===== src/rtl/wizard_sim_pkg.sv =====
// Shared types and constants for the simulation halt monitor.
package wizard_sim_pkg;

  typedef enum logic [1:0] {HM_RUN, HM_DRAIN, HM_DONE} halt_state_t;

  localparam logic [31:0] TOHOST_ADDR_DEFAULT = 32'h0000_1000;
  localparam logic [30:0] EXIT_TIMEOUT        = 31'h7FFF_FFFF;

endpackage


===== src/rtl/sat_counter.sv =====
// Saturating up-counter: counts on inc, clears synchronously on clr,
// and sticks at all ones instead of wrapping.
module sat_counter #(
  parameter int WIDTH = 32
) (
  input  logic             clk,
  input  logic             rst_n,
  input  logic             inc,
  input  logic             clr,
  output logic [WIDTH-1:0] q
);

  logic [WIDTH-1:0] q_q, q_d;

  // Next count: clear has priority, increment only below all ones.
  always_comb begin
    q_d = q_q;
    if (clr) begin
      q_d = '0;
    end else if (inc && (q_q != '1)) begin
      q_d = q_q + 1'b1;
    end
  end

  // Count register.
  always_ff @(posedge clk or negedge rst_n) begin
    if (!rst_n) begin
      q_q <= '0;
    end else begin
      q_q <= q_d;
    end
  end

  assign q = q_q;

endmodule


===== src/rtl/sim_halt_monitor.sv =====
// Simulation halt monitor: watches data-memory writes for a halt write to
// TOHOST, captures the exit code, drains a few cycles, then raises a sticky
// done/pass. Counts RUN cycles and accepted writes.
// Optional watchdog: define SIM_HALT_TIMEOUT_EN to end the run with
// timeout=1 when no halt arrives within TIMEOUT_CYCLES.
module sim_halt_monitor
  import wizard_sim_pkg::*;
#(
  parameter logic [31:0] TOHOST_ADDR    = TOHOST_ADDR_DEFAULT,
  parameter int unsigned DRAIN_CYCLES   = 4,
  parameter logic [31:0] TIMEOUT_CYCLES = 32'd100000
) (
  input  logic        clk,
  input  logic        reset_n,
  input  logic        mem_we,
  input  logic [31:0] mem_addr,
  input  logic [31:0] mem_data,
  output logic        done,
  output logic        pass,
  output logic        timeout,
  output logic [30:0] exit_code,
  output logic [31:0] cycle_count,
  output logic [31:0] write_count
);

  localparam logic [3:0] DRAIN_LOAD = 4'(DRAIN_CYCLES - 1);

  halt_state_t state_q, state_d;
  logic [3:0]  drain_q, drain_d;
  logic [30:0] exit_q, exit_d;
  logic        done_q, done_d;
  logic        pass_q, pass_d;
  logic        tmo_q, tmo_d;
  logic        in_run;
  logic        halt;
  logic        wd_hit;

  assign in_run = (state_q == HM_RUN);
  assign halt   = mem_we && (mem_addr == TOHOST_ADDR) && mem_data[0];

`ifdef SIM_HALT_TIMEOUT_EN
  assign wd_hit  = (cycle_count == (TIMEOUT_CYCLES - 32'd1));
  assign timeout = tmo_q;
`else
  logic unused_timeout_cfg;
  assign unused_timeout_cfg = ^TIMEOUT_CYCLES;
  assign wd_hit  = 1'b0;
  assign timeout = 1'b0;
`endif

  // Counters run only while in RUN, which freezes them during DRAIN and DONE.
  sat_counter #(.WIDTH(32)) u_cycle_cnt (
    .clk   (clk),
    .rst_n (reset_n),
    .inc   (in_run),
    .clr   (1'b0),
    .q     (cycle_count)
  );

  sat_counter #(.WIDTH(32)) u_write_cnt (
    .clk   (clk),
    .rst_n (reset_n),
    .inc   (in_run && mem_we),
    .clr   (1'b0),
    .q     (write_count)
  );

  // Next-state logic; halt takes priority over the watchdog in RUN.
  always_comb begin
    state_d = state_q;
    drain_d = drain_q;
    exit_d  = exit_q;
    done_d  = done_q;
    pass_d  = pass_q;
    tmo_d   = tmo_q;
    unique case (state_q)
      HM_RUN: begin
        if (halt) begin
          exit_d  = mem_data[31:1];
          drain_d = DRAIN_LOAD;
          state_d = HM_DRAIN;
        end else if (wd_hit) begin
          done_d  = 1'b1;
          tmo_d   = 1'b1;
          pass_d  = 1'b0;
          exit_d  = EXIT_TIMEOUT;
          state_d = HM_DONE;
        end
      end
      HM_DRAIN: begin
        if (drain_q == 4'd0) begin
          done_d  = 1'b1;
          pass_d  = (exit_q == 31'd0);
          state_d = HM_DONE;
        end else begin
          drain_d = drain_q - 4'd1;
        end
      end
      HM_DONE: begin
      end
      default: state_d = HM_RUN;
    endcase
  end

  // State and capture registers.
  always_ff @(posedge clk or negedge reset_n) begin
    if (!reset_n) begin
      state_q <= HM_RUN;
      drain_q <= 4'd0;
      exit_q  <= 31'd0;
      done_q  <= 1'b0;
      pass_q  <= 1'b0;
      tmo_q   <= 1'b0;
    end else begin
      state_q <= state_d;
      drain_q <= drain_d;
      exit_q  <= exit_d;
      done_q  <= done_d;
      pass_q  <= pass_d;
      tmo_q   <= tmo_d;
    end
  end

  assign done      = done_q;
  assign pass      = pass_q;
  assign exit_code = exit_q;

endmodule


===== config.mk =====
export PLATFORM = sky130hd
export DESIGN_NAME = sim_halt_monitor
export DESIGN_NICKNAME = d
export VERILOG_FILES = /design/src/rtl/wizard_sim_pkg.sv /design/src/rtl/sat_counter.sv /design/src/rtl/sim_halt_monitor.sv
export SDC_FILE = /design/constraint.sdc
export NUM_CORES = 1
export LEC_CHECK = 0
export CAP_MARGIN = 30
export CORE_MARGIN = 1
export CORE_UTILIZATION = 45
export DETAILED_ROUTE_END_ITERATION = 8
export GPL_TIMING_DRIVEN = 0
export HOLD_SLACK_MARGIN = 0.12
export PLACE_DENSITY = 0.8
export SYNTH_ARGS = -nofsm -noshare
export SYNTH_HDL_FRONTEND = slang
export SYNTH_SLANG_ARGS = --single-unit

===== constraint.sdc =====
create_clock -name clk -period 2.3 [get_ports clk]
set_input_delay 0.46 -clock clk [delete_from_list [all_inputs] [get_ports clk]]
set_output_delay 0.46 -clock clk [all_outputs]
set_load 0.01 [all_outputs]

**After elaboration in Yosys (flattened, before gate mapping)**

Index checks and enable logic that the tools add are counted.

- Add/subtract/negate cells: 3
- Equal/unequal tests: 8
- Mux-type cells: 6
- Bitwise operators: 1
- Reductions and logical operators: 13

Operators with widths:

| cell | count |
|---|---|
| 32-bit by 1-bit adder with 32-bit output, second input constant | 2 |
| 32-bit inequality test, second input constant | 2 |
| 32-bit by 13-bit equality test with 1-bit output, second input constant | 1 |
| 31-bit zero test | 1 |
| 4-bit two-way mux | 2 |
| 4-bit case mux with 2 select lines | 1 |
| 2-bit case mux with 3 select lines | 1 |
| 3-bit AND reduction | 2 |
| 1-bit logical AND | 5 |
| 4-bit zero test | 1 |
| 2-bit two-way mux | 2 |
| 2-bit inequality test, second input constant | 2 |
| 2-bit AND reduction | 2 |
| 4-bit by 1-bit subtractor with 4-bit output, second input constant | 1 |
| 2-bit by 1-bit equality test with 1-bit output, second input constant | 1 |
| 2-bit equality test, second input constant | 1 |
| 2-bit zero test | 1 |
| 2-bit by 1-bit inequality test with 1-bit output, second input constant | 1 |
| 2-bit nonzero test | 1 |
| 1-bit inverter | 1 |

- Register bits after elaboration: 103
- Input port bits: 67
- Output and inout port bits: 98

**Logic depth before layout (Yosys ltp)**

Gate-level depths: netlist of run 1.

- Word-level depth: 5
- Gate-level depth with buffers: 7
- Gate-level depth less buffers: 7

**By module**

A second synthesis of run 1 with hierarchy kept.

- Cells, all modules: 520
- Area total of the unflattened synthesis: 5363.9 sq um

Modules (own cells, without submodules):

| module | times used | cells each | area an instance (sq um) | sequential area each (sq um) |
|---|---|---|---|---|
| sat_counter at u_write_cnt | 1 | 198 | 1854.3 | 800.8 |
| sat_counter at u_cycle_cnt | 1 | 194 | 1810.5 | 800.8 |
| sim_halt_monitor | 1 | 128 | 1699.1 | 975.9 |

**Least setup slack after synthesis of run 1**

No wires, ideal clock.

- Path type: flip-flop to flip-flop
- Start point: register state_q[0]
- End point: register exit_q[16], in the netlist exit_code[16]
- Library setup time: 125 ps
- Data arrival time: 1883 ps
- Data required time: 2175 ps
- Slack: 293 ps
- Stages on the path, launching flop included: 6
- Buffers on the path: 1
- Cell sequence: dfrtp_1 nor3b_2 nand4_1 nor3_2 buf_2 mux2_2

- Word-level cells in the longest chain between the ends: 2

RTL lines:

| what | RTL line | RTL |
|---|---|---|
| from (decl) | sim_halt_monitor.sv:28 | `halt_state_t state_q, state_d;` |
| from (signal assigned) | sim_halt_monitor.sv:115 | `state_q <= state_d;` |
| 2-bit zero test | sim_halt_monitor.sv:76 | `unique case (state_q)` |
| 2-bit AND reduction (no source line) | -- |  |
| to (signal assigned) | sim_halt_monitor.sv:117 | `exit_q <= exit_d;` |
| to (decl) | sim_halt_monitor.sv:30 | `logic [30:0] exit_q, exit_d;` |

No other way between the ends.
A chain may end at the register's enable or synchronous reset.

**Worst setup path after layout of run 1**

- Start point: input port mem_we
- End point: register exit_q[19], in the netlist exit_code[19]

- Word-level cells in the longest chain between the ends: 3

RTL lines:

| what | RTL line | RTL |
|---|---|---|
| from (decl) | sim_halt_monitor.sv:15 | `input logic mem_we,` |
| 1-bit logical AND (2 in series) | sim_halt_monitor.sv:39 | `assign halt = mem_we && (mem_addr == TOHOST_ADDR) && mem_data[0];` |
| 2-bit AND reduction (no source line) | -- |  |

No other way between the ends.

==> qor.csv, run 1 <==
metric,value,unit
status,finished clean,
cp.required,2520,ps
crit_start,mem_we,
synthFlopType,dfrtp_1,
ant_nets,0,
n_antenna_cell,0,
end_kind,flip-flop,
ys_ff_latch,103,
fin_hold_ws,493,ps
drive_gt1_frac,0.120,
drv_slew,0,
synth_mux_area_frac,0.0783,
synth_edf_count,0,
grt_pass1_vias,3904,
vias,3811,
cp-endpoint,exit_code[19],
wl_per_cell,15.2,um
gp_congestion,0.817,
hp-class,reg2reg,
avgSynthCellArea,11.6,um2
syn_area,4750,um2
fin_crit_sh,0.958,
relSlewSlack,0.581,
placedCellCount,709,
yosysSeqAreaShare,0.543,
clk_latency,350,ps
slowest_stage,clkdlybuf4s50_1,
worst_slack,95.6,ps
synth_top_family_by_area,simple AND/OR/NAND/NOR gates,
synthesis.instances,409,
clkSinkCount,103,
grt_usage,0.210,
synth_compound_area_frac,0.0216,
yosysUniqueCellTypes,43,
clock-skew-final,13.1,ps
drt-pass1-iter-count,4,
crit_fanout,10,
async_flop_share,1.00,
rows,37,
clk_pin_slew,100,ps
maxCapViolCount,0,
criticalPathCategory,in2reg,
fmax,454,MHz
drc,0,
synthSimpleGateAreaFrac,0.219,
ir_worst_vdd,0.403,mV
die_area,11000,um2
rr_worst_depth,6,
fin_nets,657,
antenna_found_initial,0,
reg2reg_setup_slack,160,ps
path_cells,clkdlybuf4s50_1 -> nor3b_4 -> nand4_1 -> nor3_4 -> buf_2 -> mux2_2,
grt_first_pass_wirelength,18700,um
start_util,0.462,
period_minus_slack,2200,ps
numCtsBuffers,9,
synth_warnings,0,
synth_xor_area_frac,0.114,
tightest_slew,623,ps
crit-reg2reg-launch,u_cycle_cnt.q[0],
wl,11000,um
path_delay_family,simple AND/OR/NAND/NOR gates,
leakagePower,2.97,nW
cp.depth,6,
post-dp-hpwl,8350,um
final-hold-violation-count,0,
arrival,2430,ps
grt_overflow_total,0,
synth_fa_ha_area_frac,0.0105,
die_h,105,um
setup_viol,0,
routed_via_density,5.24,
power_density,449,nW/um2
instances_no_fill,727,
critPathMaxStageDelay,480,ps
cts_tree,built,
core,10300,um2
place_ws,-661,ps
synth_nets,480,
cts_buffer_depth,2,
port_buffers,163,
grt_max_degree,59,
cts-root-buf,clkbuf_8,
path_buf_inv,2,
io_pins,165,
die_x,105,um
syn_to_final_growth,43.8,%
first_iter_violations,212,
ctsHtreeMaxLevel,3,
start_kind,input port,
min_path_cells,1,
r2r-end,u_cycle_cnt.q[18],
flip-flops by register name, summed over array words and instances, names as in the netlist:
name and cells:
u_cycle_cnt.q 32, drain_q 4, done 1, pass 1, u_write_cnt.q 32, exit_code 31
state_q 2
per-layer routing:
| layer | vias up | share of wire | global-route usage |
|---|---|---|---|
| li1 | 1821 | - | - |
| met1 | 1855 | 0.43 | 0.272 |
| met2 | 121 | 0.48 | 0.339 |
| met3 | 14 | 0.080 | 0.0655 |
| met4 | 0 | 0.014 | 0.0604 |
| met5 | - | 0 | 0 |
worst min-delay path by stage:
stage	endpoint	from	slack, ps
2_1_floorplan	done	reset_n	160
3_3_place_gp	done	done	450
3_5_place_dp	pass	pass	480
4_1_cts	u_cycle_cnt.q[26]	u_cycle_cnt.q[26]	500
5_1_grt	u_cycle_cnt.q[26]	u_cycle_cnt.q[26]	520
6_report	u_cycle_cnt.q[26]	u_cycle_cnt.q[26]	490
stage by stage:
step | util | total power, mW | area (um2) | setup TNS, ps
2_1_floorplan | - | 1.87 | 4750 | 0
3_3_place_gp | 0.637 | 2.02 | 6550 | -330670
3_5_place_dp | 0.640 | 2.03 | 6570 | -20650
4_1_cts | 0.661 | 3.10 | 6790 | 0
5_1_grt | 0.664 | 3.21 | 6830 | -22.1
6_report | 0.664 | 3.06 | 6830 | 0
layout by cell type (no fill, tap or decap), types with 4 or more instances in the layout:
cell,n
nand2b_1,4
a21oi_1,4
mux2_2,32
ha_1,4
xnor2_1,39
nand3_1,31
inv_1,5
clkbuf_8,11
and3_1,13
nor4_1,12
xor2_1,23
nor3_1,12
and4_1,4
nand2_1,28
and2_1,4
buf_4,5
nand4_1,25
clkdlybuf4s50_1,162
dfrtp_1,103
nor2_1,22
cells by family after synthesis:
logic type,Yosys count
adders and majority gates,4
xor gates and xnor gates,62
muxes,33
and+or+nand+nor,180
DFF,103
AOI/OAI and AO/OA,14
buffers and inverters,12
other,1
timing repair:
action	in CTS	in global routing
setup buffers	1	0
pin swaps	1	2
hold buffers	1	0
hold endpoints to repair	6	0
resized for setup	2	5
setup endpoints to repair	31	42
area by class of cell:
cell class / count / area [um2]
fillers: 804 / 3450
repair buffers: 166 / 1670
flip-flops and latches: 103 / 2580
clock buffers: 11 / 151
plain buffers: 7 / 40.0
well taps: 136 / 170
clock inverters: 5 / 38.8
multi-input cells: 294 / 2160
inverters: 5 / 18.8
cells in the mapped netlist, types with 3 or more instances:
library cell,instances,area share
a21oi_1,4,0.0042
a31oi_1,3,0.0040
and2_1,4,0.0053
and3_1,13,0.017
and4_1,4,0.0074
buf_4,3,0.0047
dfrtp_1,103,0.54
ha_1,4,0.011
inv_1,5,0.0040
mux2_2,32,0.076
nand2_1,28,0.022
nand2b_1,4,0.0053
nand3_1,31,0.033
nand4_1,25,0.033
nor2_1,22,0.017
nor3_1,12,0.013
nor4_1,16,0.021
o21ai_0,3,0.0032
xnor2_1,39,0.072
xor2_1,23,0.042
power by group:
| group | internal, mW | leakage [nW] | total, mW | switching, mW |
|---|---|---|---|---|
| Clock | 0.462 | 0.0963 | 1.07 | 0.607 |
| Sequential | 1.81 | 1.41 | 1.82 | 0.00660 |
| Combinational | 0.117 | 1.47 | 0.175 | 0.0583 |
(Power assumes the default switching activity.)
==> inputs of run 2 (changes only) <==
--- a/config.mk
+++ b/config.mk
@@ -7,11 +7,12 @@
 export LEC_CHECK = 0
 export CAP_MARGIN = 30
 export CORE_MARGIN = 1
-export CORE_UTILIZATION = 45
+export CORE_UTILIZATION = 47
 export DETAILED_ROUTE_END_ITERATION = 8
 export GPL_TIMING_DRIVEN = 0
 export HOLD_SLACK_MARGIN = 0.12
-export PLACE_DENSITY = 0.8
+export PLACE_DENSITY_LB_ADDON = 0.12
 export SYNTH_ARGS = -nofsm -noshare
 export SYNTH_HDL_FRONTEND = slang
+export SYNTH_HIERARCHICAL = 1
 export SYNTH_SLANG_ARGS = --single-unit
==> run 2 against run 1 <==
Net effect: the run now ends with negative setup slack left; via count increased by 28%; first-iteration DRC count rose by 34%; sequential power hardly changed; maximum frequency is 4.5% lower; utilization rose by 5.0 points; cell area increased by 15%; setup slack worse by 110 ps; final cell count grew 19%; flip-flop and latch count did not move; clock-buffer cell count fell by 1; synthesized cell count up 27%.
==> qor.csv, run 2 <==
metric,value,unit,change
final_cell_mix,"clkdlybuf4s50_1 (162), dfrtp_1 (90), nor2_1 (49), mux2_2 (37), a21oi_1 (30)",,"was clkdlybuf4s50_1 (162), dfrtp_1 (103), xnor2_1 (39), mux2_2 (32), nand3_1 (31)"
syn_to_final_growth,46.2,%,was 43.8%
io_pins,165,,unchanged
p_sw,806,uW,was 672 uW
period_minus_slack,2310,ps,was 2200 ps
hold_buffers,0,,was 1
synthesis.instances,520,,was 409
numCtsBuffers,9,,unchanged
leakagePower,3.19,nW,was 2.97 nW
path_buf_inv,1,,was 2
hp-class,in2async,,was reg2reg
yosysUniqueCellTypes,63,,was 43
routed_via_density,5.63,,was 5.24
clk_latency,360,ps,was 350 ps
clk_pin_slew,70,ps,was 100 ps
synthFlopType,dfrtp_1,,unchanged
synth_edf_count,0,,unchanged
die_h,109,um,was 105 um
port_buffers,163,,unchanged
p_int,2.78,mW,was 2.39 mW
grt_pass1_vias,4825,,was 3904
end_kind,flip-flop,,unchanged
gp_congestion,0.821,,was 0.817
cts_buffer_depth,2,,unchanged
die_x,109,um,was 105 um
drc,0,,unchanged
first_iter_violations,284,,was 212
grt_first_pass_wirelength,23800,um,was 18700 um
cp.required,2570,ps,was 2520 ps
arrival,2580,ps,was 2430 ps
synth_top_area_share,0.481,,was 0.543
rr_worst_depth,7,,was 6
n_antenna_cell,0,,unchanged
ys_ff_latch,103,,unchanged
fin_crit_sh,1.00,,was 0.958
synth_warnings,6,,was 0
vias,4878,,was 3811
clock-skew-final,7.31,ps,was 13.1 ps
ir_worst_vdd,0.612,mV,was 0.403 mV
start_util,0.488,,was 0.462
die_area,11800,um2,was 11000 um2
fin_setup_tns,-9.47,ps,was 0 ps
avgSynthCellArea,10.3,um2,was 11.6 um2
final-hold-violation-count,0,,unchanged
ctsHtreeMaxLevel,3,,unchanged
drive_gt1_frac,0.177,,was 0.120
status,finished with violations,,was finished clean
cts-root-buf,clkbuf_16,,was clkbuf_8
wl_per_cell,17.1,um,was 15.2 um
worst_slack,-9.47,ps,was 95.6 ps
clkSinkCount,103,,unchanged
path_cells,nor2_4 -> nand4_1 -> nor4_1 -> o311ai_4 -> buf_4 -> or3_1 -> a21oi_1,,was clkdlybuf4s50_1 -> nor3b_4 -> nand4_1 -> nor3_4 -> buf_2 -> mux2_2
criticalPathCategory,reg2reg,,was in2reg
post-dp-hpwl,10600,um,was 8350 um
crit_fanout,10,,unchanged
critPathMaxStageDelay,520,ps,was 480 ps
relSlewSlack,0.543,,was 0.581
fin_nets,792,,was 657
grt_overflow_total,0,,unchanged
setup_viol,1,,was 0
pwr-share-seq,0.504,,was 0.594
rows,38,,was 37
pwr-share-clk,0.442,,was 0.349
synth_common_cells,"dfrtp_1 (103), nor2_1 (50), mux2_2 (37), a21oi_1 (31), nand2_1 (27)",,"was dfrtp_1 (103), xnor2_1 (39), mux2_2 (32), nand3_1 (31), nand2_1 (28)"
p_comb_frac,0.054,,was 0.057
start_kind,flip-flop,,was input port
finalPower,3.59,mW,was 3.06 mW
syn_area,5360,um2,was 4750 um2
mostFrequentLayoutCell,clkdlybuf4s50_1,,unchanged
drv_slew,0,,unchanged
path_delay_family,simple AND/OR/NAND/NOR gates,,unchanged
cts_tree,built,,unchanged
ys_top_cells_by_area,"dfrtp_1 (48%), mux2_2 (7.8%), nor2_1 (3.5%), a21oi_1 (2.9%), xnor2_1 (2.6%)",,"was dfrtp_1 (54%), mux2_2 (7.6%), xnor2_1 (7.2%), xor2_1 (4.2%), nand4_1 (3.3%)"
tightest_slew,679,ps,was 623 ps
core,11000,um2,was 10300 um2
grt_usage,0.262,,was 0.210
yosysMostFrequentCell,dfrtp_1,,unchanged
antenna_found_initial,0,,unchanged
violations,negative setup slack,,
yosys.area.top_type,dfrtp_1,,unchanged
sw_frac_of_total,0.224,,was 0.219
async_flop_share,1.00,,unchanged
ant_nets,0,,unchanged
wl,14800,um,was 11000 um
drt-pass1-iter-count,4,,unchanged
maxCapViolCount,0,,unchanged
yosysSeqAreaShare,0.481,,was 0.543
cp.depth,7,,was 6
grt_max_degree,54,,was 59
slowest_stage,nor4_1,,was clkdlybuf4s50_1
power_density,458,nW/um2,was 449 nW/um2
fmax,433,MHz,was 454 MHz
run 2: timing repair:
action	CTS	global route
setup endpoints to repair	24	31
resized for setup	9	25
pin swaps	2	11
buffers inserted	3	19
run 2: cells by family (layout without fill, tap and decap cells):
group / Yosys count / in the layout / share of synthesized area
flip-flops: 103 / 103 / 0.481
XOR/XNOR: 23 / 23 / 0.0376
adder cells (fa/ha/maj): 3 / 3 / 0.00700
multiplexers: 41 / 41 / 0.0863
other: 1 / 6 / 0.000699
buffers and inverters: 32 / 234 / 0.0306
AND/OR/NAND/NOR: 231 / 231 / 0.246
AO/OA/AOI/OAI: 86 / 86 / 0.111
run 2: layer usage:
metal / vias up / GRT usage / routed length [um] / part of all wire
li1: 2321 / - / - / -
met1: 2361 / 0.328 / 6170 / 0.42
met2: 170 / 0.428 / 7260 / 0.49
met3: 26 / 0.0867 / 1050 / 0.071
met4: 0 / 0.0820 / 314 / 0.021
met5: - / 0 / 0 / 0
run 2: layout make-up:
| cell class | instances | area [um2] |
|---|---|---|
| clock inverter | 6 | 76.3 |
| timing repair buffer | 186 | 1830 |
| buffer | 17 | 114 |
| tap | 140 | 175 |
| sequential | 103 | 2590 |
| fill | 835 | 3140 |
| clock buffer | 10 | 229 |
| multi-input combinational | 390 | 2760 |
| inverter | 15 | 56.3 |
run 2: metrics by stage:
step	setup WS (ps)	utilization	instances	cell area, um2	hold slack [ps]
3_3_place_gp	-3140	0.655	828	7190	451
2_1_floorplan	89.0	-	525	5390	164
3_5_place_dp	-578	0.657	829	7220	451
5_1_grt	-47.3	0.714	867	7840	178
6_report	-9.47	0.714	867	7840	120
4_1_cts	3.33	0.691	848	7580	159
run 2: worst paths after layout:
path | from | end | slack (ps)
setup / recovery | state_q[0] | u_cycle_cnt/q[25] | -9
setup reg to reg | state_q[0] | u_cycle_cnt/q[25] | -9
min in group clk | done | done | 470
hold / removal | reset_n | u_cycle_cnt/q[21] | 120
hold reg to reg | done | done | 470
max in group asynchronous | reset_n | state_q[1] | 1480
run 2: power groups by stage:
stage	Combinational (mW)	Clock (mW)	Sequential (mW)
after floorplan	0.0295	0	1.85
after CTS	0.187	1.62	1.81
after detailed placement	0.186	0	1.85
after global placement	0.177	0	1.85
after global routing	0.213	1.69	1.81
final	0.195	1.59	1.81
